<file path="src/rtl/alu_input_sequencer.sv">
// Board-side front end for the ALU demo: debounced step/clear buttons walk operand
// and opcode entry from the slide switches, then latch the ALU result for display.
module alu_input_sequencer #(
  parameter int unsigned DEBOUNCE_CYCLES = 500000
) (
  input  logic        clk,
  input  logic        rst_n,
  input  logic [7:0]  sw,
  input  logic        btn_step_n,
  input  logic        btn_clear_n,
  input  logic [15:0] alu_out,
  input  logic [4:0]  alu_flags,
  output logic [15:0] alu_a,
  output logic [15:0] alu_b,
  output logic [15:0] alu_control,
  output logic        alu_valid,
  output logic [15:0] result_q,
  output logic [4:0]  flags_q,
  output logic [15:0] disp_value,
  output logic [2:0]  state_code
);

  localparam int unsigned CW = $clog2(DEBOUNCE_CYCLES + 1);
  localparam int unsigned NB = 2;

  typedef enum logic [2:0] {
    A_LO = 3'd0,
    A_HI = 3'd1,
    B_LO = 3'd2,
    B_HI = 3'd3,
    OP   = 3'd4,
    EXEC = 3'd5,
    SHOW = 3'd6
  } state_t;

  state_t state, state_d;

  logic [7:0]    sw_s1, sw_s2;
  logic [NB-1:0] btn_raw, btn_s1, btn_s2, btn_stable, btn_press;
  logic [CW-1:0] btn_cnt [NB];
  logic          step_p, clear_p;

  logic [15:0] a_d, b_d, res_d, disp_d;
  logic [7:0]  op_q, op_d;
  logic [4:0]  flags_d;
  logic        valid_d;

  // Button bit 0 is step, bit 1 is clear; both active-low, so 1 = not pressed.
  assign btn_raw = {btn_clear_n, btn_step_n};

  // Synchronizers and per-button debounce: accept a level only after it holds DEBOUNCE_CYCLES.
  always_ff @(posedge clk) begin
    if (!rst_n) begin
      sw_s1      <= '0;
      sw_s2      <= '0;
      btn_s1     <= '1;
      btn_s2     <= '1;
      btn_stable <= '1;
      for (int i = 0; i < NB; i++) btn_cnt[i] <= '0;
    end else begin
      sw_s1  <= sw;
      sw_s2  <= sw_s1;
      btn_s1 <= btn_raw;
      btn_s2 <= btn_s1;
      for (int i = 0; i < NB; i++) begin
        if (btn_s2[i] != btn_stable[i]) begin
          if (btn_cnt[i] == CW'(DEBOUNCE_CYCLES - 1)) begin
            btn_stable[i] <= btn_s2[i];
            btn_cnt[i]    <= '0;
          end else begin
            btn_cnt[i] <= btn_cnt[i] + CW'(1);
          end
        end else begin
          btn_cnt[i] <= '0;
        end
      end
    end
  end

  // One-cycle pulse on the cycle a not-pressed -> pressed change is accepted.
  always_comb begin
    btn_press = '0;
    for (int i = 0; i < NB; i++) begin
      btn_press[i] = btn_stable[i] && !btn_s2[i] && (btn_cnt[i] == CW'(DEBOUNCE_CYCLES - 1));
    end
  end

  assign step_p  = btn_press[0];
  assign clear_p = btn_press[1];

  always_ff @(posedge clk) begin
    if (!rst_n) state <= A_LO;
    else        state <= state_d;
  end

  // Next state, register updates and display selection.
  always_comb begin
    state_d = state;
    a_d     = alu_a;
    b_d     = alu_b;
    op_d    = op_q;
    res_d   = result_q;
    flags_d = flags_q;
    disp_d  = result_q;

    case (state)
      A_LO:    disp_d = {alu_a[15:8], sw_s2};
      A_HI:    disp_d = {sw_s2, alu_a[7:0]};
      B_LO:    disp_d = {alu_b[15:8], sw_s2};
      B_HI:    disp_d = {sw_s2, alu_b[7:0]};
      OP:      disp_d = {8'h00, sw_s2};
      default: disp_d = result_q;
    endcase

    if (clear_p) begin
      state_d = A_LO;
      a_d     = '0;
      b_d     = '0;
      op_d    = '0;
      res_d   = '0;
      flags_d = '0;
    end else begin
      case (state)
        A_LO: if (step_p) begin a_d[7:0]  = sw_s2; state_d = A_HI; end
        A_HI: if (step_p) begin a_d[15:8] = sw_s2; state_d = B_LO; end
        B_LO: if (step_p) begin b_d[7:0]  = sw_s2; state_d = B_HI; end
        B_HI: if (step_p) begin b_d[15:8] = sw_s2; state_d = OP;   end
        OP:   if (step_p) begin op_d      = sw_s2; state_d = EXEC; end
        EXEC: begin
          res_d   = alu_out;
          flags_d = alu_flags;
          state_d = SHOW;
        end
        SHOW: if (step_p) state_d = A_LO;
        default: state_d = A_LO;
      endcase
    end

    valid_d = (state_d == EXEC) || (state_d == SHOW);
  end

  always_ff @(posedge clk) begin
    if (!rst_n) begin
      alu_a      <= '0;
      alu_b      <= '0;
      op_q       <= '0;
      result_q   <= '0;
      flags_q    <= '0;
      alu_valid  <= 1'b0;
      disp_value <= '0;
    end else begin
      alu_a      <= a_d;
      alu_b      <= b_d;
      op_q       <= op_d;
      result_q   <= res_d;
      flags_q    <= flags_d;
      alu_valid  <= valid_d;
      disp_value <= disp_d;
    end
  end

  assign alu_control = {8'h00, op_q};
  assign state_code  = state;

endmodule

</file>
<file path="config.mk">
export PLATFORM = sky130hd
export DESIGN_NAME = alu_input_sequencer
export DESIGN_NICKNAME = d
export VERILOG_FILES = /design/src/rtl/alu_input_sequencer.sv
export SDC_FILE = /design/constraint.sdc
export NUM_CORES = 1
export LEC_CHECK = 0
export BUFFER_PORTS_ARGS = -buffer_cell sky130_fd_sc_hd__buf_2
export CAP_MARGIN = 0
export CORE_AREA = 2 2 110 123
export DETAILED_ROUTE_END_ITERATION = 8
export DIE_AREA = 0 0 112 125
export PLACE_DENSITY_LB_ADDON = 0.2
export SLEW_MARGIN = 0
export SYNTH_ARGS = -nofsm -noshare
export SYNTH_HDL_FRONTEND = slang
export SYNTH_SLANG_ARGS = --single-unit
</file>
<file path="constraint.sdc">
create_clock -name clk -period 2.06 [get_ports clk]
set_input_delay 0.103 -clock clk [delete_from_list [all_inputs] [get_ports clk]]
set_output_delay 0.103 -clock clk [all_outputs]
set_load 0.005 [all_outputs]
</file>
After elaboration in Yosys (flattened, before gate mapping)

Memory sizes are Yosys's and may differ from the RTL's.
Cells that the tools add are included.

Register bits after elaboration: 103
Memory bits (writable): 38
Input bits: 33
Output and inout port bits: 89
Logic and storage cells: 92
Memories: 1

Add/sub/neg operators: 2
Equality and inequality tests: 12
Multiplexer cells: 38
Bitwise operators: 7
Reduce and logical (&&, ||, !) cells: 16

Memories:

| name    | depth | bits a word | rd ports | clocked after Yosys merged registers in | write ports | RTL line | RTL |
|---|---|---|---|---|---|---|---|
| btn_cnt | 2     | 19          | 2        | 0                                       | 2           | 40       | `logic [CW-1:0] btn_cnt [NB];` |

Operators with widths:

| cell                    | number |
|---|---|
| $mux W19                | 6 |
| $pmux W16 S5            | 1 |
| $add A19 B1 Y19 const B | 2 |
| $eq A19 B19 Y1 const B  | 2 |
| $mux W1                 | 23 |
| $mux W3                 | 7 |
| $pmux W3 S7             | 1 |
| $eq A3 B3 Y1 const B    | 5 |
| $reduce_and A2 Y1       | 7 |
| $eq A3 B2 Y1 const B    | 2 |
| $or A1 B1 Y1            | 6 |
| $logic_and A1 B1 Y1     | 4 |
| $eq A3 B1 Y1 const B    | 1 |
| $logic_not A3 Y1        | 1 |
| $logic_not A1 Y1        | 2 |
| $ne A1 B1 Y1            | 2 |
| $reduce_or A2 Y1        | 1 |
| $logic_or A1 B1 Y1      | 1 |
| $not A1 Y1              | 1 |

Depth between registers and ports, before layout

An unclocked memory read counts as a cell.

Depth after elaboration: 9
Mapped depth: 7
Depth with buffers taken out: 6

Worst setup path after synthesis

OpenSTA, ideal clock, no wires.

Path type: flip-flop to flip-flop
Start point: mem btn_cnt[1][0] (netlist name)
End point: mem btn_cnt[1][10] (netlist name) (data pin)
Library setup time: 266 ps
Arrival time: 1672 ps
Required time: 1794 ps
Setup slack: 122 ps
Stages on the path, launching flop included: 7
Buffers on the path: 1
Clock period less this slack: 1938 ps
Path through: edfxtp_1 -> ha_1 -> and4_1 -> nand4_1 -> o21ai_2 -> clkbuf_1 -> nor2_1

RTL lines:

| item               | RTL line |
|---|---|
| start: declaration | 40 |

==> results.md <==
- Status: complete, no violations
- TritonCTS buffer count: 17
- Synth Area per Inst: 9.021 sq um
- Vias in the first global route: 5462
- Die Y: 125 microns
- GR Util All Layers: 22.57%
- Clock Skews: 14.74 ps
- CTS tree: done
- Rel. slew slack: 45.87%
- Setup-failing EPs final: 0
- Full die area: 14000 sq um
- Routability Congestion: 0.8018
- DRC: 0
- Main flop type after synthesis: dfxtp_1
- Slew Limit Fails: 0
- Worst skew pair latency: 420 ps
- Initial antenna violation count: 0
- Largest net degree at the start of global routing: 66
- CTS root buffer: clkbuf_16
- RSZ-0062 raised after global routing: yes
- Arrival @ worst endpoint: 2280 ps
- Async SR Flop Fraction: 0%
- Most common cell after layout, fill and taps aside: buf_2
- DR vias: 5531
- Synthesis-to-layout area growth: 30.61%
- Critical path endpoint category: register
- Hold_sp: rst_n
- FF-to-FF path depth: 7
- Die W: 112 microns
- Most frequent cells in the layout: buf_2 (113), dfxtp_1 (103), nand2_1 (86)
- Reg-to-Reg Start: btn_cnt[1][0]
- Final net count: 906
- GRT overflow: 0
- Post-Syn Instances: 691
- Max-cap violation count: 0
- Max VDD drop: 0.5880 mV
- Hold endpoint: disp_value[11]
- Tmin final: 1991 ps
- P_leak: 3.203 nW
- Crit path kind: register to register
- # fillers: 1066
- WL final: 15.51 mm
- Class of the worst hold path: input pin to register
- Type of origin of the critical path: register
- Seq/Total Area, Yosys: 51.38%
- Via density per instance: 5.303
- Sink Count: 141
- Achievable Freq: 502.3 MHz
- Final non-filler cell total: 1043
- Req. time, crit path: 2340 ps
- Share of the synthesized area in the top cell type: 33.08%
- Core area: 12880 sq um
- DP Wirelength: 10.90 mm
- 1st-iter DRT viols: 305
- Placed cell count: 979
- Hold-critical path depth: 3
- RR Endpoint: alu_valid
- Period utilization: 96.65%
- Final Hold Vio Count: 0
- First-pass GRT wire length: 25.86 mm
- Antenna Nets Post-Route: 0
- Worst-margin pin slew: 811.1 ps
- TNS Setup: 0 ps
- Io pins: 122
- H-Tree Depth: 4
- Worst-path clk slew: 60 ps
- Mapped cell area: 6233 sq um
- Num rows: 44
- DR pass1 iterations: 5
- Ys Warns: 0
- # diodes: 0
- Share of layout cells above drive strength 1: 21.43%
- Netlist cell types: 51
- Total chip power: 6.535 mW
- Clk buf depth: 2
- Main area contributors after synthesis: dfxtp_1 (33%), edfxtp_1 (18%), a21oi_1 (6.3%)
- Seq cells post-synth: 141
- Setup slack, reg-to-reg: 70 ps
- IO buf count: 113
- Leading area contributor after synthesis: dfxtp_1
- Pwr dens: 802.7 nW/um^2
- Wirelength per Cell: 14.87 microns
- Worst-path fanout max: 65
- EDFF count, synth: 38
- Initial Util: 48.39%
flip-flops by register name, summed over array words and instances, names as in the netlist:
register / cells
btn_stable: 2
sw_s2: 8
op_q: 8
alu_b: 16
result_q: 16
alu_a: 16
btn_cnt: 38
btn_s1: 2
btn_s2: 2
state_code: 3
disp_value: 16
alu_valid: 1
sw_s1: 8
flags_q: 5
kinds of logic (layout without fill, tap and decap cells):
group / count (synthesis) / count (layout) / synth area share, %
AO/OA/AOI/OAI: 168 / 168 / 14.55
XOR/XNOR: 25 / 25 / 3.513
adder cells (fa/ha/maj): 4 / 4 / 0.8029
buffers and inverters: 65 / 212 / 4.657
flip-flops: 141 / 141 / 51.38
multiplexers: 16 / 16 / 2.730
other: 2 / 46 / 0.1205
AND/OR/NAND/NOR: 270 / 270 / 22.24
through the flow:
stage	worst slack [ps]	utilization [%]	hold WS (ps)	cell area, sq um
after CTS	30.39	63.07	112.1	8125
after floorplan	122.1	-	204.5	6399
final	68.97	63.20	115.8	8142
after detailed placement	44.56	55.49	285.5	7148
after global routing	-22.15	63.20	121.7	8142
after global placement	150.0	55.49	288.0	7148
repair_timing:
item	4_1_cts	5_1_grt
setup endpoints to repair	1	31
pin swaps	0	2
endpoints found under the hold margin	31	0
buffers inserted	0	1
hold buffers	31	0
resized for setup	1	3
metal layers:
layer | vias to the layer above | track usage (%) | wire (microns)
met5 | - | 0 | 0
met4 | 0 | 8.608 | 295
met3 | 25 | 5.332 | 875
met2 | 177 | 37.50 | 7468
met1 | 2568 | 28.70 | 6869
li1 | 2761 | - | -
cell type report:
class                           count  area [sq um]  share of cell area, %
Tap cell                          161         201.4                  2.474
Clock inverter                     10         155.1                  1.906
Clock buffer                       22         508.0                  6.239
Multi-Input combinational cell    529          2932                  36.01
Inverter                           11         41.29                 0.5071
Sequential cell                   141          3203                  39.34
Timing Repair Buffer              169          1101                  13.52
synthesized netlist by cell type (all sizes together) (2+ instances only):
master and number:
dfxtp 103, nand2 86, a21oi 78, o21ai 63, nand3 48, nor2 48
edfxtp 38, clkbuf 31, buf 23, nand4 20, and2 18, xor2 14
xnor2 11, inv 9, o31ai 9, mux2 8, mux2i 8, o22ai 8
or4 8, and4 7, nand2b 7, and3 5, ha 4, nor4 4
or3 4, nor4b 3, nor4bb 3, a2111oi 2, a211oi 2, and4bb 2
clkinv 2, conb 2, nor3b 2, or2 2
worst max path at each step:
stage | start | to | slack [ps]
2_1_floorplan | btn_cnt[1][0] | btn_cnt[1][10] | 120
3_3_place_gp | btn_cnt[0][1] | alu_b[15] | 150
3_5_place_dp | state_code[0] | result_q[15] | 40
4_1_cts | state_code[0] | result_q[15] | 30
5_1_grt | btn_cnt[1][0] | alu_valid | -20
6_report | btn_cnt[1][0] | alu_valid | 70
report_power, final:
group / internal, mW / switching (mW)
Sequential: 2.90 / 0.0623
Clock: 2.23 / 1.12
Combinational: 0.116 / 0.106
worst max-delay path, stage by stage, from the launching register on:
cell       delay [ps]
edfxtp_1          430
ha_1              270
and4_1            230
nand4_1           110
buf_4             160
o31ai_4            60
buf_12            210
a2111oi_0         380
Note: power is estimated with default switching activity, not from simulation.
